$ cat src/rtl/vga_sync_monitor.sv
// VGA timing monitor: recovers h/v position from the syncs, checks line and frame
// lengths, locks after consecutive good frames and sums visible pixels per frame.
module vga_sync_monitor #(
    parameter int H_TOTAL     = 800,
    parameter int H_SYNC      = 96,
    parameter int H_BP        = 48,
    parameter int H_ACT       = 640,
    parameter int V_TOTAL     = 525,
    parameter int V_SYNC      = 2,
    parameter int V_BP        = 33,
    parameter int V_ACT       = 480,
    parameter int LOCK_FRAMES = 2
) (
    input  logic        clk,
    input  logic        reset,
    input  logic        pix_en,
    input  logic        hsync,
    input  logic        vsync,
    input  logic [2:0]  red,
    input  logic [2:0]  green,
    input  logic [1:0]  blue,
    output logic        locked,
    output logic        active,
    output logic [9:0]  pos_x,
    output logic [9:0]  pos_y,
    output logic [7:0]  pixel,
    output logic        frame_start,
    output logic [23:0] frame_sum,
    output logic [15:0] frame_count,
    output logic        err_hlen,
    output logic        err_vlen,
    output logic        err_sticky
);
    localparam int H_LO = H_SYNC + H_BP;
    localparam int H_HI = H_LO + H_ACT;
    localparam int V_LO = V_SYNC + V_BP;
    localparam int V_HI = V_LO + V_ACT;

    typedef enum logic [1:0] {SEARCH, TRACK, LOCKED} state_t;

    state_t      state;
    logic        hs_q, vs_q, vpend, hseen, vseen;
    logic [9:0]  hcnt, vcnt;
    logic [7:0]  good;
    logic [23:0] acc;

    logic        line_start, vfall, fstart, eh, ev, err, lock_n, act_n;
    logic [9:0]  hcnt_n, vcnt_n;
    logic [7:0]  pix_n;

    always_comb begin
        pix_n      = {red, green, blue};
        line_start = hs_q & ~hsync;
        vfall      = vs_q & ~vsync;
        // a vsync edge coincident with a line start opens the frame on that very line
        fstart     = line_start & (vpend | vfall);

        hcnt_n = hcnt;
        if (line_start)
            hcnt_n = '0;
        else if (hcnt != 10'd1023)
            hcnt_n = hcnt + 10'd1;

        vcnt_n = vcnt;
        if (fstart)
            vcnt_n = '0;
        else if (line_start && vcnt != 10'd1023)
            vcnt_n = vcnt + 10'd1;

        // hseen/vseen mask the partial line/frame that follows reset
        eh  = line_start & hseen & ((11'(hcnt) + 11'd1) != 11'(H_TOTAL));
        ev  = fstart & vseen & ((11'(vcnt) + 11'd1) != 11'(V_TOTAL));
        err = eh | ev;

        lock_n = !err && (state == LOCKED ||
                 (state == TRACK && fstart && (good + 8'd1) == 8'(LOCK_FRAMES)));
        act_n  = lock_n && hcnt_n >= 10'(H_LO) && hcnt_n < 10'(H_HI)
                        && vcnt_n >= 10'(V_LO) && vcnt_n < 10'(V_HI);
    end

    always_ff @(posedge clk) begin
        if (reset) begin
            state       <= SEARCH;
            hs_q        <= 1'b0;
            vs_q        <= 1'b0;
            vpend       <= 1'b0;
            hseen       <= 1'b0;
            vseen       <= 1'b0;
            hcnt        <= '0;
            vcnt        <= '0;
            good        <= '0;
            acc         <= '0;
            locked      <= 1'b0;
            active      <= 1'b0;
            pos_x       <= '0;
            pos_y       <= '0;
            pixel       <= '0;
            frame_start <= 1'b0;
            frame_sum   <= '0;
            frame_count <= '0;
            err_hlen    <= 1'b0;
            err_vlen    <= 1'b0;
            err_sticky  <= 1'b0;
        end else begin
            frame_start <= 1'b0;
            err_hlen    <= 1'b0;
            err_vlen    <= 1'b0;
            if (pix_en) begin
                hs_q        <= hsync;
                vs_q        <= vsync;
                hcnt        <= hcnt_n;
                vcnt        <= vcnt_n;
                pixel       <= pix_n;
                frame_start <= fstart;
                err_hlen    <= eh;
                err_vlen    <= ev;
                locked      <= lock_n;
                active      <= act_n;
                if (line_start)
                    hseen <= 1'b1;
                if (fstart) begin
                    vseen <= 1'b1;
                    vpend <= 1'b0;
                end else if (vfall) begin
                    vpend <= 1'b1;
                end
                if (act_n) begin
                    pos_x <= hcnt_n - 10'(H_LO);
                    pos_y <= vcnt_n - 10'(V_LO);
                end
                if (fstart) begin
                    frame_sum <= acc;
                    acc       <= act_n ? 24'(pix_n) : 24'd0;
                end else if (act_n) begin
                    acc <= acc + 24'(pix_n);
                end

                case (state)
                    SEARCH: if (fstart && !err) begin
                        state <= TRACK;
                        good  <= '0;
                    end
                    TRACK: begin
                        if (err)
                            state <= SEARCH;
                        else if (fstart) begin
                            good <= good + 8'd1;
                            if ((good + 8'd1) == 8'(LOCK_FRAMES))
                                state <= LOCKED;
                        end
                    end
                    LOCKED: begin
                        // an error on a frame-start sample drops lock and the frame goes uncounted
                        if (err) begin
                            state      <= SEARCH;
                            err_sticky <= 1'b1;
                        end else if (fstart) begin
                            frame_count <= frame_count + 16'd1;
                        end
                    end
                    default: state <= SEARCH;
                endcase
            end
        end
    end
endmodule

$ cat config.mk
export PLATFORM = sky130hd
export DESIGN_NAME = vga_sync_monitor
export DESIGN_NICKNAME = d
export VERILOG_FILES = /design/src/rtl/vga_sync_monitor.sv
export SDC_FILE = /design/constraint.sdc
export NUM_CORES = 1
export LEC_CHECK = 0
export CAP_MARGIN = 20
export CORE_MARGIN = 2
export CORE_UTILIZATION = 56
export DETAILED_ROUTE_END_ITERATION = 12
export PLACE_DENSITY = 0.85
export SYNTH_ARGS = -nofsm -noshare
export SYNTH_HDL_FRONTEND = slang
export SYNTH_SLANG_ARGS = --single-unit
$ cat constraint.sdc
create_clock -name clk -period 4.8 [get_ports clk]
set_clock_uncertainty 0.15 [all_clocks]
set_input_delay 0.48 -clock clk [delete_from_list [all_inputs] [get_ports clk]]
set_output_delay 0.48 -clock clk [all_outputs]
set_load 0.03 [all_outputs]
==> results of run 1 <==
registers in the layout (all words and copies together), names as in the netlist:
name,count
pos_x,10
active,1
hseen,1
state,2
vpend,1
vseen,1
frame_sum,24
good,8
pos_y,10
err_vlen,1
acc,24
err_sticky,1
vs_q,1
hcnt,10
frame_start,1
frame_count,16
pixel,8
hs_q,1
err_hlen,1
locked,1
vcnt,10
cells in the mapped netlist, types with 6 or more instances:
cell	instances
nand4_1	8
and4_1	6
and3_1	16
a31oi_1	6
nand2_1	91
nand2b_1	16
dfxtp_1	133
xor2_1	17
o21ai_0	18
o211ai_1	6
nor4_1	6
clkbuf_1	30
a21oi_1	61
nor3_1	13
buf_2	10
mux2i_1	63
nand3_1	32
ha_1	17
nor2b_1	8
nor2_1	103
or4_1	10
xnor2_1	16
or3_1	10
o211a_1	7
inv_1	29
path summary, 6_finish.rpt:
| check | from | end | slack, ns | cells after the start |
|---|---|---|---|---|
| worst max-delay path | hcnt[0] | acc[19] | 0.65 | 13 |
| worst min-delay path | reset | pixel[7] | 0.29 | 2 |
| worst max register to register | hcnt[0] | acc[19] | 0.65 | 13 |
| worst min register to register | frame_sum[19] | frame_sum[19] | 0.30 | 2 |
layer usage:
layer	global-route usage	vias up	wire, um
li1	-	3122	-
met1	0.3422	2944	7752
met2	0.4097	197	7933
met3	0.05387	23	819
met4	0.09683	0	262
met5	0	-	0
per-stage QoR:
stage	instance area, um2	hold WS [ns]	power [uW]	util	worst slack, ns
floorplan	7002	0.2902	1217	-	1.351
global placement	7954	0.2921	1251	0.6567	0.6572
detailed placement	7954	0.2953	1253	0.6567	0.5733
CTS	8549	0.2765	2538	0.7059	0.7290
global route	8549	0.3013	2596	0.7059	0.3994
finish	8549	0.2920	2524	0.7059	0.6508
cells by family after synthesis:
family / Yosys count
buffers and inverters: 78
adder cells (fa/ha/maj): 18
XOR/XNOR: 33
multiplexers: 65
AO/OA/AOI/OAI: 161
flip-flops: 133
AND/OR/NAND/NOR: 348
power breakdown:
| part | internal [uW] | total, uW | switching (uW) |
|---|---|---|---|
| Combinational | 41.8 | 108 | 66.3 |
| Clock | 805 | 1290 | 488 |
| Sequential | 1110 | 1120 | 9.68 |
| Total | 1960 | 2520 | 564 |
worst max-delay path, delay by kind of cell (launching register included):
family                   cells  cell delay, ns
adder cells (fa/ha/maj)      2            0.51
flip-flops                   1            0.46
AND/OR/NAND/NOR              4            1.41
buffers and inverters        2            0.27
AO/OA/AOI/OAI                5            1.25
layout make-up:
type                    instances  area, um2  share of cell area
inverters                      29      108.9             0.01273
well taps                     168      210.2             0.02459
multi-input cells             625       4024              0.4707
flip-flops and latches        133       2663              0.3114
repair buffers                 97      948.4              0.1109
clock buffers                  21      470.5             0.05503
clock inverters                11      125.1             0.01463
cell usage in the layout (no fill, tap or decap), types with 17 or more instances in the layout:
cell type and n:
a21oi_1 61, mux2i_1 63, nor2_1 103, nand2_1 91, clkdlybuf4s50_1 84, clkbuf_16 17
ha_1 17, dfxtp_1 133, inv_1 29, nand3_1 32, o21ai_0 18, xor2_1 17
==> results.yml, run 1 <==
clock_tree:
  worstSkewPairLatency_ns: 0.42
  clk_pin_slew_ns: 0.06
  cts_buffers: 17
  cts_sinks: 133
  cts_tree: "done"
  cts_max_level: 4
  cts_setup_buffers: 0
  cts_resized: 0
  cts_root_buffer: "clkbuf_16"
  holdBufCountCts: 0
  clock_path_buffers: 2
synth:
  synth-adder-area-share: 0.03324
  synth_area_per_cell_um2: 8.375
  netlist_area_um2: 7002
  synth_edf_count: 0
  ys.flop_type: "dfxtp_1"
  synthesis.nets: 867
  synthSimpleGateAreaFrac: 0.2464
  synth_top_family_by_area: "simple AND/OR/NAND/NOR gates"
  synth.area.mux_share: 0.09328
  synth_compound_gate_area_share: 0.1581
  yosysTopAreaCell: "dfxtp_1"
  synth_seq_area_share: 0.3803
  synthCells: 836
  yosysUniqueCellTypes: 75
  synth_area_leaders: "dfxtp_1 38%, mux2i_1 9.0%, nor2_1 5.5%"
  synth_xor_area_frac: 0.04128
  synth_seq_cells: 133
  ys.warnings.count: 0
  async_flop_share: 0
  synth_top_area_frac: 0.3803
global_routing:
  grt_max_degree: 96
  grt.total_usage: 0.2562
  first_global_vias: 5565
  grt_pass1_wl_mm: 27.43
  grt-ovfl-total: 0
  antenna_found_initial: 0
sta:
  fmax_ghz: 0.2410
  hold_viol_final: 0
  relSlewSlack: 0.3821
  worst_pin_slew_ns: 0.9269
  setup_violations: 0
  rsz0062_at_grt: "no"
  fin_crit_sh: 0.8644
  fin_crit_ns: 4.149
  fin_tns_setup_ns: 0
  drv_slew: 0
place:
  port_buffers: 86
  place_inst: 1052
  place_hpwl_mm: 11.03
  gp_congestion: 0.9706
power:
  power_density_nw_per_um2: 295.2
  vdd_drop_max_mv: 0.2499
  p_leak_uw: 0.003337
worst_setup_path:
  critPathMaxStageDelay_ns: 0.52
  cpMaxStageDelayCell: "or4_1"
  cp_max_fo: 43
  end_kind: "register"
  cp_data_required_time_ns: 4.99
  cp-start-kind: "register"
  cp.arrival_ns: 4.34
  path_cells: "ha_1, and2_0, nand3_1, a21oi_1, ha_1, inv_1, a221oi_1, nor4bb_1, o311a_1, o311ai_4, buf_12, or4_1, a21oi_1"
  critical_path_class: "reg2reg"
final_layout:
  area_growth_pct: 22.11
  diodes: 0
  nets: 934
  fill_cells: 956
  drive_gt1_frac: 0.06769
  finalNonFillerCells: 1084
run:
  maxCapViolations: 0
die:
  core_area_um2: 12110
  design.die.area_um2: 13410
  fp.dieH_um: 115.8
  num_rows: 40
  die_w_um: 115.8
  ios: 87
  initial_utilization: 0.5781
detailed_routing:
  vias: 6286
  dr.pass1.iters: 7
  ant_nets: 0
  drc_errors: 0
  wl_per_cell_um: 15.47
  via_per_inst: 5.799
  drt_wl_total_mm: 16.77
  drtIter0Drc: 615
hold_path:
  hold_path_class: "in2reg"
outcome:
  status: "completed"
Power figures use the tool's default switching activity.
==> inputs of run 2 (changes only) <==
--- a/config.mk
+++ b/config.mk
@@ -9,6 +9,7 @@
 export CORE_MARGIN = 2
 export CORE_UTILIZATION = 56
 export DETAILED_ROUTE_END_ITERATION = 12
+export MAX_ROUTING_LAYER = met4
 export PLACE_DENSITY = 0.85
 export SYNTH_ARGS = -nofsm -noshare
 export SYNTH_HDL_FRONTEND = slang
==> constraint.sdc (replaced) <==
create_clock -name clk -period 4.55 [get_ports clk]
set_clock_uncertainty 0.15 [all_clocks]
set_input_delay 0.455 -clock clk [delete_from_list [all_inputs] [get_ports clk]]
set_output_delay 0.455 -clock clk [all_outputs]
set_load 0.03 [all_outputs]
==> run 2 against run 1 <==
Final cell count hardly changed. Largest cell class unchanged. Critical path type unchanged. Fmax increased by 3.5%. Non-clock buffer count grew 4. Die area stayed put. Sequential power increased by 6%.
==> results.yml, run 2 (synthesis results as in run 1) <==
die:
  ios: 87
  design.die.area_um2: 13410
  num_rows: 40
  die_w_um: 115.8
  initial_utilization: 0.5781
  fp.dieH_um: 115.8
  core_area_um2: 12110
final_layout:
  diodes: 0
  fill_cells: 966
  nets: 938
  top_regs: "acc (24), frame_sum (24), frame_count (16)"
  final_cell_mix: "133 x dfxtp_1, 103 x nor2_1, 91 x nand2_1"
  area_growth_pct: 22.59
  drive_gt1_frac: 0.06557
  layout_commonest_cell: "dfxtp_1"
worst_setup_path:
  cp_max_fo: 44
  end_kind: "register"
  cp_data_required_time_ns: 4.71
  cp.arrival_ns: 4.17
  cp-start-kind: "register"
  critical_path_class: "reg2reg"
detailed_routing:
  via_per_inst: 5.873
  dr.pass1.iters: 5
  drt_wl_total_mm: 17.02
  vias: 6361
  m1WireLength_mm: 7.703
  met2_wirelength_mm: 8.063
  route.top_layer_used: "met4"
  ant_nets: 0
  wl_per_cell_um: 15.71
  dr_wl_met3_um: 826
  drtIter0Drc: 688
  drc_errors: 0
sta:
  rsz0062_at_grt: "no"
  fin_crit_ns: 4.009
  worst_pin_slew_ns: 0.7534
  setup_violations: 0
  relSlewSlack: 0.4935
  drv_slew: 0
  fin_tns_setup_ns: 0
  hold_viol_final: 0
  fin_hold_ws_ns: 0.3015
  fin_crit_sh: 0.8811
  fmax_ghz: 0.2494
global_routing:
  antenna_found_initial: 0
  grt_max_degree: 67
  first_global_vias: 5868
  grt.total_usage: 0.2754
  grt-ovfl-total: 0
  grt_pass1_wl_mm: 28.52
clock_tree:
  cts_sinks: 133
  holdBufCountCts: 0
  cts_resized: 0
  cts_root_buffer: "clkbuf_16"
  cts_tree: "done"
  clock_path_buffers: 2
  clk_pin_slew_ns: 0.06
  cts_setup_buffers: 0
  cts_max_level: 4
  cts_buffers: 17
  worstSkewPairLatency_ns: 0.42
power:
  power_density_nw_per_um2: 315.8
  p_leak_uw: 0.003371
  vdd_drop_max_mv: 0.2611
outcome:
  status: "completed"
run:
  maxCapViolations: 0
place:
  place_hpwl_mm: 11.45
  gp_congestion: 0.9257
  port_buffers: 86
hold_path:
  hold_path_class: "reg2reg"
## run 2: worst paths after layout
path                            cells after the start     startpoint             to  slack (ns)
worst max-delay path                               13        hcnt[1]        acc[15]        0.54
worst min-delay path                                2  frame_sum[13]  frame_sum[13]        0.30
worst max register to register                     13        hcnt[1]        acc[15]        0.54
worst min register to register                      2  frame_sum[13]  frame_sum[13]        0.30
## run 2: where the power goes
group | leakage, uW | internal (uW) | switching, uW
sequential | 0.00107 | 1180 | 10.4
combinational | 0.00200 | 45.1 | 70.4
clock | 0.000294 | 943 | 467
## run 2: critical path: stages, from the launching register on
cell      delay [ns]
dfxtp_1         0.45
ha_1            0.28
and2_0          0.26
nand3_1         0.30
a21oi_1         0.39
ha_1            0.22
inv_1           0.05
a221oi_1        0.20
nor4bb_1        0.25
o311a_1         0.29
o311ai_4        0.16
buf_12          0.23
or4_1           0.53
o211a_1         0.14
## run 2: final cells by class
| cell class | count | area, um2 | share of cell area |
|---|---|---|---|
| Clock buffer | 22 | 474.2 | 0.05525 |
| Clock inverter | 5 | 125.1 | 0.01458 |
| Inverter | 29 | 108.9 | 0.01268 |
| Multi-Input combinational cell | 625 | 4024 | 0.4688 |
| Sequential cell | 133 | 2663 | 0.3102 |
| Tap cell | 168 | 210.2 | 0.02449 |
| Timing Repair Buffer | 101 | 978.4 | 0.1140 |
## run 2: layer usage
layer  GRT usage  up-vias
met1      0.3566     3042
met4      0.1238        0
met5           -        -
li1            -     3113
met2      0.4183      172
met3     0.05335       34
## run 2: stage by stage
stage	worst slack (ns)	total power [uW]	cells	instance area (um2)	utilization
finish	0.5411	2711	1083	8583	0.7087
global route	0.2948	2791	1083	8583	0.7087
CTS	0.5587	2732	1083	8583	0.7087
detailed placement	0.5746	1324	1056	7984	0.6592
floorplan	1.101	1284	836	7002	-
global placement	0.6572	1322	1056	7984	0.6592
